## src/rtl/ln_ctrl_pkg.sv

```systemverilog
// Shared types for the layer-norm engine arbiter: FSM state encoding and
// the engine status codes seen on eng_state.
package ln_ctrl_pkg;

    typedef enum logic [2:0] {
        ST_IDLE,
        ST_LAUNCH,
        ST_RUN,
        ST_DELIVER,
        ST_RELEASE,
        ST_FAULT
    } arb_state_t;

    localparam logic [1:0] ENG_IDLE = 2'b00;
    localparam logic [1:0] ENG_RUN  = 2'b01;
    localparam logic [1:0] ENG_DONE = 2'b10;

endpackage

```

## src/rtl/rr_pick.sv

```systemverilog
// Combinational round-robin picker: first set request bit above `last`, wrapping.
// Zero latency; no flow control, the caller decides when the result is used.
module rr_pick #(
    parameter int NREQ = 4,
    parameter int IDXW = $clog2(NREQ)
) (
    input  logic [NREQ-1:0] req,
    input  logic [IDXW-1:0] last,
    output logic [IDXW-1:0] winner,
    output logic            any
);

    logic [IDXW-1:0] w_cand;

    // Walk last+1 .. last+NREQ; the first hit wins, later hits are masked by `any`.
    always_comb begin
        winner = '0;
        any    = 1'b0;
        w_cand = '0;
        for (int k = 1; k <= NREQ; k++) begin
            w_cand = IDXW'((int'(last) + k) % NREQ);
            if (!any && req[w_cand]) begin
                winner = w_cand;
                any    = 1'b1;
            end
        end
    end

endmodule

```

## src/rtl/ln_arbiter.sv

```systemverilog
// Round-robin share of one layer-norm engine; grant 1 cycle after req is seen in IDLE.
// Holds rsp_valid until rsp_taken[sel]; a RUN phase longer than TIMEOUT traps in FAULT.
module ln_arbiter
    import ln_ctrl_pkg::*;
#(
    parameter int NREQ    = 4,
    parameter int IDXW    = $clog2(NREQ),
    parameter int TIMEOUT = 1024,
    parameter int TW      = $clog2(TIMEOUT + 1)
) (
    input  logic            clk,
    input  logic            reset,
    input  logic [NREQ-1:0] req,
    output logic [NREQ-1:0] gnt,
    output logic [IDXW-1:0] sel,
    output logic            busy,
    output logic            eng_input_ready,
    output logic            eng_output_taken,
    input  logic [1:0]      eng_state,
    output logic [NREQ-1:0] rsp_valid,
    input  logic [NREQ-1:0] rsp_taken,
    output logic            fault,
    output logic [IDXW-1:0] fault_idx
);

    localparam logic [TW-1:0] WD_LIMIT = TW'(TIMEOUT - 1);

    arb_state_t      r_state;
    logic [IDXW-1:0] r_last;
    logic [IDXW-1:0] r_sel;
    logic [IDXW-1:0] r_fault_idx;
    logic [NREQ-1:0] r_gnt;
    logic            r_busy;
    logic            r_fault;
    logic [TW-1:0]   r_wdog;

    logic [IDXW-1:0] w_winner;
    logic            w_any;
    logic            w_taken;

    rr_pick #(
        .NREQ (NREQ),
        .IDXW (IDXW)
    ) u_pick (
        .req    (req),
        .last   (r_last),
        .winner (w_winner),
        .any    (w_any)
    );

    assign w_taken = rsp_taken[r_sel];

    always_ff @(posedge clk) begin
        if (reset) begin
            r_state     <= ST_IDLE;
            r_last      <= IDXW'(NREQ - 1);
            r_sel       <= '0;
            r_fault_idx <= '0;
            r_gnt       <= '0;
            r_busy      <= 1'b0;
            r_fault     <= 1'b0;
            r_wdog      <= '0;
        end else begin
            r_gnt <= '0;
            case (r_state)
                ST_IDLE: begin
                    if (w_any) begin
                        r_sel   <= w_winner;
                        r_gnt   <= NREQ'(1) << w_winner;
                        r_busy  <= 1'b1;
                        r_state <= ST_LAUNCH;
                    end
                end
                ST_LAUNCH: begin
                    if (eng_state == ENG_RUN) begin
                        r_wdog  <= '0;
                        r_state <= ST_RUN;
                    end
                end
                ST_RUN: begin
                    r_wdog <= r_wdog + 1'b1;
                    if (eng_state == ENG_DONE) begin
                        r_state <= ST_DELIVER;
                    end else if (r_wdog == WD_LIMIT) begin
                        r_fault     <= 1'b1;
                        r_fault_idx <= r_sel;
                        r_state     <= ST_FAULT;
                    end
                end
                ST_DELIVER: begin
                    if (w_taken) begin
                        r_state <= ST_RELEASE;
                    end
                end
                ST_RELEASE: begin
                    // Rotation pointer only advances once the engine has fully drained.
                    if (eng_state == ENG_IDLE) begin
                        r_last  <= r_sel;
                        r_busy  <= 1'b0;
                        r_state <= ST_IDLE;
                    end
                end
                ST_FAULT: begin
                    r_state <= ST_FAULT;
                end
                default: begin
                    r_busy  <= 1'b0;
                    r_state <= ST_IDLE;
                end
            endcase
        end
    end

    always_comb begin
        rsp_valid = '0;
        if (r_state == ST_DELIVER) begin
            rsp_valid[r_sel] = 1'b1;
        end
    end

    assign eng_input_ready  = (r_state == ST_LAUNCH);
    assign eng_output_taken = (r_state == ST_DELIVER) && w_taken;

    assign gnt       = r_gnt;
    assign sel       = r_sel;
    assign busy      = r_busy;
    assign fault     = r_fault;
    assign fault_idx = r_fault_idx;

endmodule

```

## config.mk

```make
export PLATFORM = sky130hd
export DESIGN_NAME = ln_arbiter
export DESIGN_NICKNAME = d
export VERILOG_FILES = /design/src/rtl/ln_ctrl_pkg.sv /design/src/rtl/rr_pick.sv /design/src/rtl/ln_arbiter.sv
export SDC_FILE = /design/constraint.sdc
export NUM_CORES = 1
export LEC_CHECK = 0
export ABC_CLOCK_PERIOD_IN_PS = 2600
export BUFFER_PORTS_ARGS = -buffer_cell sky130_fd_sc_hd__clkbuf_2
export CAP_MARGIN = 20
export CORE_ASPECT_RATIO = 1.75
export CORE_MARGIN = 5
export CORE_UTILIZATION = 53
export CTS_BUF_LIST = sky130_fd_sc_hd__clkbuf_16
export CTS_CLUSTER_SIZE = 16
export DETAILED_ROUTE_END_ITERATION = 7
export HOLD_SLACK_MARGIN = 0.05
export MAX_ROUTING_LAYER = met4
export PLACE_DENSITY = 0.78
export SETUP_SLACK_MARGIN = 0.15
export SYNTH_ARGS = -nofsm -noshare
export SYNTH_HDL_FRONTEND = slang
export SYNTH_SLANG_ARGS = --single-unit
```

## constraint.sdc

```tcl
create_clock -name clk -period 2.6 [get_ports clk]
set_clock_uncertainty 0.2 [all_clocks]
set_input_delay 0.52 -clock clk [delete_from_list [all_inputs] [get_ports clk]]
set_output_delay 0.52 -clock clk [all_outputs]
set_load 0.005 [all_outputs]
```

==> results.md, run 1 <==
- Die Y: 77.02 um
- Synth top area share: 38.27%
- Initial antenna violation count: 0
- DR iter-0 viols: 48
- Critical Path Source Type: flop
- Post-CTS Setup Bufs: 0
- Setup WS pre-CTS: 477.8 ps
- 1st-pass router iterations: 4
- Rows: 24
- # setup viols final: 0
- Worst Tran Pin Value: 523.0 ps
- Pwr/cell area: 799.3 nW/um^2
- Final Slew Violations: 0
- Critical path's top delay family: multiplexers
- Wirelength per Cell: 15.25 um
- Total GRT Usage: 19.77%
- Clock Latency Late Sink: 260 ps
- H-tree depth: 1
- Yosys reg bits: 26
- Starting Density: 54.57%
- Critical path's slowest cell: mux4_2
- Clock slew at reported path FFs: 60 ps
- Post-Synthesis Cell Area: 1360 sq um
- Slew HR: 65.08%
- Fin crit share: 89.57%
- Post-route setup TNS: 0 ps
- Non-filler cells, final: 219
- Remaining routing DRC violations: 0
- Final wirelength: 3.339 mm
- FFs w/ async S/R, synth: 0%
- Share of post-route cells with drive strength above 1: 19.69%
- Syn Nets: 180
- IO Port Bufs: 27
- Avg Synthesized Cell Area: 8.144 sq um
- Worst Hold Class: reg -> reg
- Unrepaired setup endpoints after global routing: false
- Via density: 6.119
- Status: complete, no violations
- Final hold vios: 0
- Post-CTS sizing: 0
- Worst-path maximum fanout: 9
- Post-synth cell types: 46
- Critical Setup Path Class: reg -> out
- Area grow syn2layout: 16.56%
- Vias after detailed routing: 1,340
- Placed Instances: 215
- Global-route wire length before repair: 5.430 mm
- Maximum VDD drop: 587.8 uV
- Clk buf depth: 2
- Placer Congestion: 0.8522
- Antenna fix cells: 0
- Post-synthesis sequential area ratio: 38.27%
- Synth top cells by count: 26 x dfxtp_1, 22 x nor2_1, 14 x a21oi_1, 12 x o21ai_0, 11 x nand2_1
- Largest net degree at the start of global routing: 22
- Critical-path cell list: mux4_2, nor2b_1, clkbuf_2
- Top post-synthesis cells by area: dfxtp_1 38%, nor2_1 6.1%, a21oi_1 5.2%
- CP Buf/Inv Count: 1
- Vias in the first global route: 1,274
- # fillers: 220
- Die W: 48.30 um
- Max-cap violations: 0
- Synthesis Warnings: 0
- PnR worst setup slack: 271.2 ps
- Clock sink count: 26
- DP HPWL: 2.556 mm
- Post-synth EDFFs: 0
- Full die area: 3719 sq um
- I/O pin count: 28
- Critical path capture point type: primary output
- Root buffer cell: clkbuf_16
- Syn Inst Count: 167
- Layout Nets: 207
- Ys flop type: dfxtp_1
- Fmax: 0.4294 GHz
- Cts hold-fix bufs: 0
- CTS Buf Count: 3
- Placeable Area: 2492 sq um
- Min Tclk post-route: 2329 ps
- Most frequent cell after synthesis: dfxtp_1
- Synth area leader: dfxtp_1
- Crit path required time: 1880 ps
- Total congestion overflow: 0
- Leakage: 0.6557 nW
- Antenna-violating nets left: 0
- Worst path max stage delay: 570 ps
- CTS tree: yes
- Arrival time worst endpoint: 1610 ps
## power breakdown
part	internal (W)	switching (W)
logic	0.000182	0.000201
registers	0.000448	0.0000915
clock network	0.000206	0.000138
total	0.000836	0.000431
## through the flow
stage               util (%)  power (W)  hold WS (ps)  cell area (sq um)
finish                 63.60   0.001267         251.6               1585
detailed placement     60.44  0.0009248         241.3               1506
floorplan                  -  0.0008101         242.1               1360
global route           63.60   0.001338         266.1               1585
global placement       60.44  0.0009103         235.2               1506
CTS                    63.60   0.001265         251.3               1585
## final timing paths
kind	startpoint	end	slack, ps	cells past startpoint
setup / recovery	sel[0]$_SDFFE_PP0P_	eng_output_taken	270	3
hold reg to reg	fault$_SDFFE_PP0P_	fault$_SDFFE_PP0P_	250	2
setup reg to reg	r_state[0]$_SDFFE_PP0P_	r_wdog[6]$_SDFFE_PP0P_	440	5
hold / removal	fault$_SDFFE_PP0P_	fault$_SDFFE_PP0P_	250	2
## metal layers
layer	wire, um	GRT usage, %
met5	0	-
met4	59	6.469
met3	108	2.108
met2	1864	34.69
met1	1308	21.34
## logic make-up after synthesis
kind of cell / after synthesis / synth area share, %
multiplexers: 7 / 6.164
AND/OR/NAND/NOR: 75 / 29.81
adder cells (fa/ha/maj): 1 / 0.9198
buffers and inverters: 13 / 4.323
AO/OA/AOI/OAI: 45 / 20.52
flip-flops: 26 / 38.27
## sequential cells by signal, indices dropped and copies added, names as in the netlist
signal and count:
r_wdog 11, gnt 4, r_state 3, fault_idx 2, r_last 2, sel 2, busy 1, fault 1
## tightest hold or removal path, cell delays in order, from the launching register on
cell and delay, ps:
dfxtp_1 310, inv_1 50, a21oi_1 50
## placed cells by master, fill, tap and decap left out, types with 2 or more instances in the layout
| master | Yosys | layout |
|---|---|---|
| clkbuf_2 | 0 | 27 |
| dfxtp_1 | 26 | 26 |
| nor2_1 | 22 | 22 |
| a21oi_1 | 14 | 14 |
| o21ai_0 | 12 | 12 |
| nand2_1 | 11 | 11 |
| nand3_1 | 8 | 8 |
| inv_1 | 6 | 6 |
| nor3_1 | 5 | 5 |
| nand2b_1 | 5 | 5 |
| mux2i_1 | 5 | 5 |
| nand3b_1 | 3 | 3 |
| and3_1 | 3 | 3 |
| o22ai_1 | 3 | 3 |
| nor4_1 | 3 | 3 |
| clkbuf_16 | 0 | 3 |
| nor3b_1 | 2 | 2 |
| nor2b_1 | 2 | 2 |
| or3b_1 | 2 | 2 |
| o211ai_1 | 2 | 2 |
| or3_1 | 2 | 2 |
| a31oi_1 | 2 | 2 |
| buf_4 | 0 | 2 |
## area by class of cell
cell class	instances	area (sq um)	area share [%]
Multi-Input combinational cell	128	780.7	49.25
Sequential cell	26	520.5	32.83
Timing Repair Buffer	29	150.1	9.471
Clock buffer	3	75.07	4.736
Tap cell	26	32.53	2.052
Inverter	6	22.52	1.421
Clock inverter	1	3.754	0.2368
Power figures use the tool's default switching activity.
==> run 2, diff against run 1 <==
--- a/config.mk
+++ b/config.mk
@@ -5,18 +5,19 @@
 export SDC_FILE = /design/constraint.sdc
 export NUM_CORES = 1
 export LEC_CHECK = 0
+export ABC_AREA = 1
 export ABC_CLOCK_PERIOD_IN_PS = 2600
 export BUFFER_PORTS_ARGS = -buffer_cell sky130_fd_sc_hd__clkbuf_2
 export CAP_MARGIN = 20
 export CORE_ASPECT_RATIO = 1.75
 export CORE_MARGIN = 5
-export CORE_UTILIZATION = 53
+export CORE_UTILIZATION = 55
 export CTS_BUF_LIST = sky130_fd_sc_hd__clkbuf_16
 export CTS_CLUSTER_SIZE = 16
 export DETAILED_ROUTE_END_ITERATION = 7
 export HOLD_SLACK_MARGIN = 0.05
 export MAX_ROUTING_LAYER = met4
-export PLACE_DENSITY = 0.78
+export PLACE_DENSITY = 0.79
 export SETUP_SLACK_MARGIN = 0.15
 export SYNTH_ARGS = -nofsm -noshare
 export SYNTH_HDL_FRONTEND = slang
==> run 2 against run 1 <==
Compared with the run above:
- critical endpoint is now rsp_valid[0]
- wire length increased by 9.0%
- synthesized cell count is 46% higher
- sequential power fell by 2%
- sequential share of layout area down 4.8 points
- combinational power rose by 77%
- setup slack better by 290 ps
- register-to-register slack better by 280 ps
- critical path depth is 3 higher
- power is 30% higher
==> results.md, run 2 <==
- Status: complete, no violations
- Antenna-violating nets left: 0 (unchanged)
- Synth top area share: 32.55% (-5.7 points)
- H-tree depth: 1 (unchanged)
- Share of post-route cells with drive strength above 1: 23.62% (+3.9 points)
- Ys flop type: dfxtp_1
- Hold slack: 276.6 ps (+25.01 ps)
- Most frequent cell after synthesis: nand2_1
- Post-Synthesis Cell Area: 1599 sq um (+18%)
- Slew HR: 59.77% (-5.3 points)
- Post-route setup TNS: 0 ps (unchanged)
- Clock Latency Late Sink: 260 ps (about the same)
- Max-cap violations: 0 (unchanged)
- Flop2flop setup slack: 720 ps (+280 ps)
- Worst R2R Start: r_wdog[0]$_SDFFE_PP0P_
- Unrepaired setup endpoints after global routing: false
- Die W: 50.76 um (+5.1%)
- Critical Path Source Type: flop
- Via density: 5.301 (-13%)
- Fin crit share: 78.53% (-11 points)
- Vias after detailed routing: 1,585 (+18%)
- Max reg flops: 11 (unchanged)
- Crit path required time: 1880 ps (about the same)
- Most frequent cells in the layout: 67 x nand2_1, 27 x clkbuf_2, 26 x dfxtp_1
- Design Power: 0.001650 W (+30%)
- Largest Register: r_wdog
- Layout Nets: 285 (+38%)
- Worst min-delay path startpoint: r_wdog[10]$_SDFFE_PP0P_
- Syn Inst Count: 243 (+46%)
- Arrival time worst endpoint: 1320 ps (-290 ps)
- Placeable Area: 2863 sq um (+15%)
- Clk buf depth: 2 (unchanged)
- Die Y: 81.33 um (+5.6%)
- Final wirelength: 3.641 mm (+9.0%)
- Post-synth cell types: 33 (-28%)
- Final Slew Violations: 0 (unchanged)
- Post-CTS Setup Bufs: 0 (unchanged)
- Pwr/cell area: 888.2 nW/um^2 (+11%)
- # setup viols final: 0 (unchanged)
- DP HPWL: 2.959 mm (+16%)
- Worst Hold Class: reg -> reg
- Critical Setup Path Class: reg -> out
- Clock sink count: 26 (unchanged)
- Worst-path maximum fanout: 8 (-1)
- Largest net degree at the start of global routing: 16 (-27%)
- Synthesis Warnings: 0 (unchanged)
- Remaining routing DRC violations: 0 (unchanged)
- Maximum VDD drop: 502.0 uV (-15%)
- DR iter-0 viols: 37 (-23%)
- IO Port Bufs: 27 (unchanged)
- Placed Instances: 295 (+37%)
- Min Tclk post-route: 2042 ps (-287.0 ps)
- R2r endpoint: r_state[0]$_SDFFE_PP0P_
- Worst Tran Pin Value: 597.1 ps (+74.03 ps)
- Total GRT Usage: 19.92% (+0.15 points)
- Global-route wire length before repair: 6.348 mm (+17%)
- Antenna fix cells: 0 (unchanged)
- FFs w/ async S/R, synth: 0% (unchanged)
- CTS Buf Count: 3 (unchanged)
- Critical path capture point type: primary output
- Total congestion overflow: 0 (unchanged)
- R2R depth: 11 (+6)
- Post-CTS sizing: 0 (unchanged)
- CTS tree: yes
- Cts hold-fix bufs: 0 (unchanged)
- Clock slew at reported path FFs: 60 ps (about the same)
- Root buffer cell: clkbuf_16
- Post-synthesis sequential area ratio: 32.55% (-5.7 points)
- Hold Path Depth: 1 (-1)
- Syn Nets: 256 (+42%)
- Hold path endpoint: r_wdog[10]$_SDFFE_PP0P_
- 1st-pass router iterations: 4 (unchanged)
- Rows: 26 (+8.3%)
- Fmax: 0.4898 GHz (+14%)
- Final hold vios: 0 (unchanged)
- I/O pin count: 28 (unchanged)
- Synth top cells by count: 67 x nand2_1, 26 x dfxtp_1, 25 x inv_1, 19 x nor2_1, 17 x nand3_1
- Placer Congestion: 0.8408 (-1.3%)
- Starting Density: 55.86% (+1.3 points)
- Area grow syn2layout: 16.20%
- Non-filler cells, final: 299 (+37%)
- Avg Synthesized Cell Area: 6.580 sq um (-19%)
- Vias in the first global route: 1,543 (+21%)
- Commonest non-fill, non-tap cell in the layout: nand2_1
- Yosys reg bits: 26 (unchanged)
- Initial antenna violation count: 0 (unchanged)
- Full die area: 4128 sq um (+11%)
- Synth area leader: dfxtp_1
- Wirelength per Cell: 12.18 um (-20%)
- Top post-synthesis cells by area: dfxtp_1 33%, nand2_1 16%, inv_1 5.9%
- Post-synth EDFFs: 0 (unchanged)
- Leakage: 0.9131 nW (+39%)
-- run 2: cell count changes after synthesis, sizes merged, moves of 4 or more --
cell / change
inv: +28
mux2i: -5
nand2: +66
nand2b: -5
nand3: +13
nand4: +5
nor3: +4
nor3b: -4
-- run 2: cell families (layout without fill, tap and decap cells) --
family                   Yosys count  in the layout  share of synthesized area, %
buffers and inverters             38             66                         9.625
AND/OR/NAND/NOR                  139            139                         43.43
adder cells (fa/ha/maj)            1              1                        0.7823
flip-flops                        26             26                         32.55
AO/OA/AOI/OAI                     39             39                         13.62
-- run 2: area by class of cell --
cell class              count  area (sq um)
clock inverters             1         30.03
repair buffers             28         142.6
clock buffers               3         75.07
well taps                  28         35.03
inverters                  34         130.1
flip-flops and latches     26         520.5
fillers                   273          1005
multi-input cells         179         924.6
-- run 2: layer usage --
| layer | GRT usage (%) | vias to the layer above | part of all wire [%] |
|---|---|---|---|
| met3 | 3.303 | 6 | 3.0 |
| li1 | - | 850 | - |
| met1 | 19.86 | 709 | 38 |
| met5 | - | - | 0 |
| met4 | 6.650 | 0 | 1.6 |
| met2 | 37.69 | 20 | 58 |
-- run 2: power breakdown --
group	total [W]	switching, W	internal, W
Combinational	0.000676	0.000445	0.000231
Sequential	0.000530	0.0000708	0.000460
Clock	0.000444	0.000138	0.000306
-- run 2: how the worst max path moves through the flow --
stage	startpoint	endpoint	slack, ps
floorplan	r_wdog[0]$_SDFFE_PP0P_	r_state[0]$_SDFFE_PP0P_	990
global placement	rsp_taken[3]	eng_output_taken	780
detailed placement	eng_state[1]	r_state[0]$_SDFFE_PP0P_	770
CTS	r_state[2]$_SDFFE_PP0P_	rsp_valid[0]	550
global route	r_state[2]$_SDFFE_PP0P_	rsp_valid[0]	440
finish	r_state[2]$_SDFFE_PP0P_	rsp_valid[0]	560
-- run 2: critical path, cell delays in order, from the launching register on --
cell      delay (ps)
dfxtp_1          340
inv_2            130
nand2_1           60
nor2_1           120
inv_1            100
nor3_1           160
clkbuf_2         140
-- run 2: per-stage QoR --
step	worst slack, ps	area [sq um]	utilization (%)
final	558.2	1858	64.90
after global routing	435.3	1858	64.90
after CTS	551.1	1858	64.90
after detailed placement	766.9	1753	61.23
after global placement	780.8	1753	61.23
after floorplan	988.5	1599	-
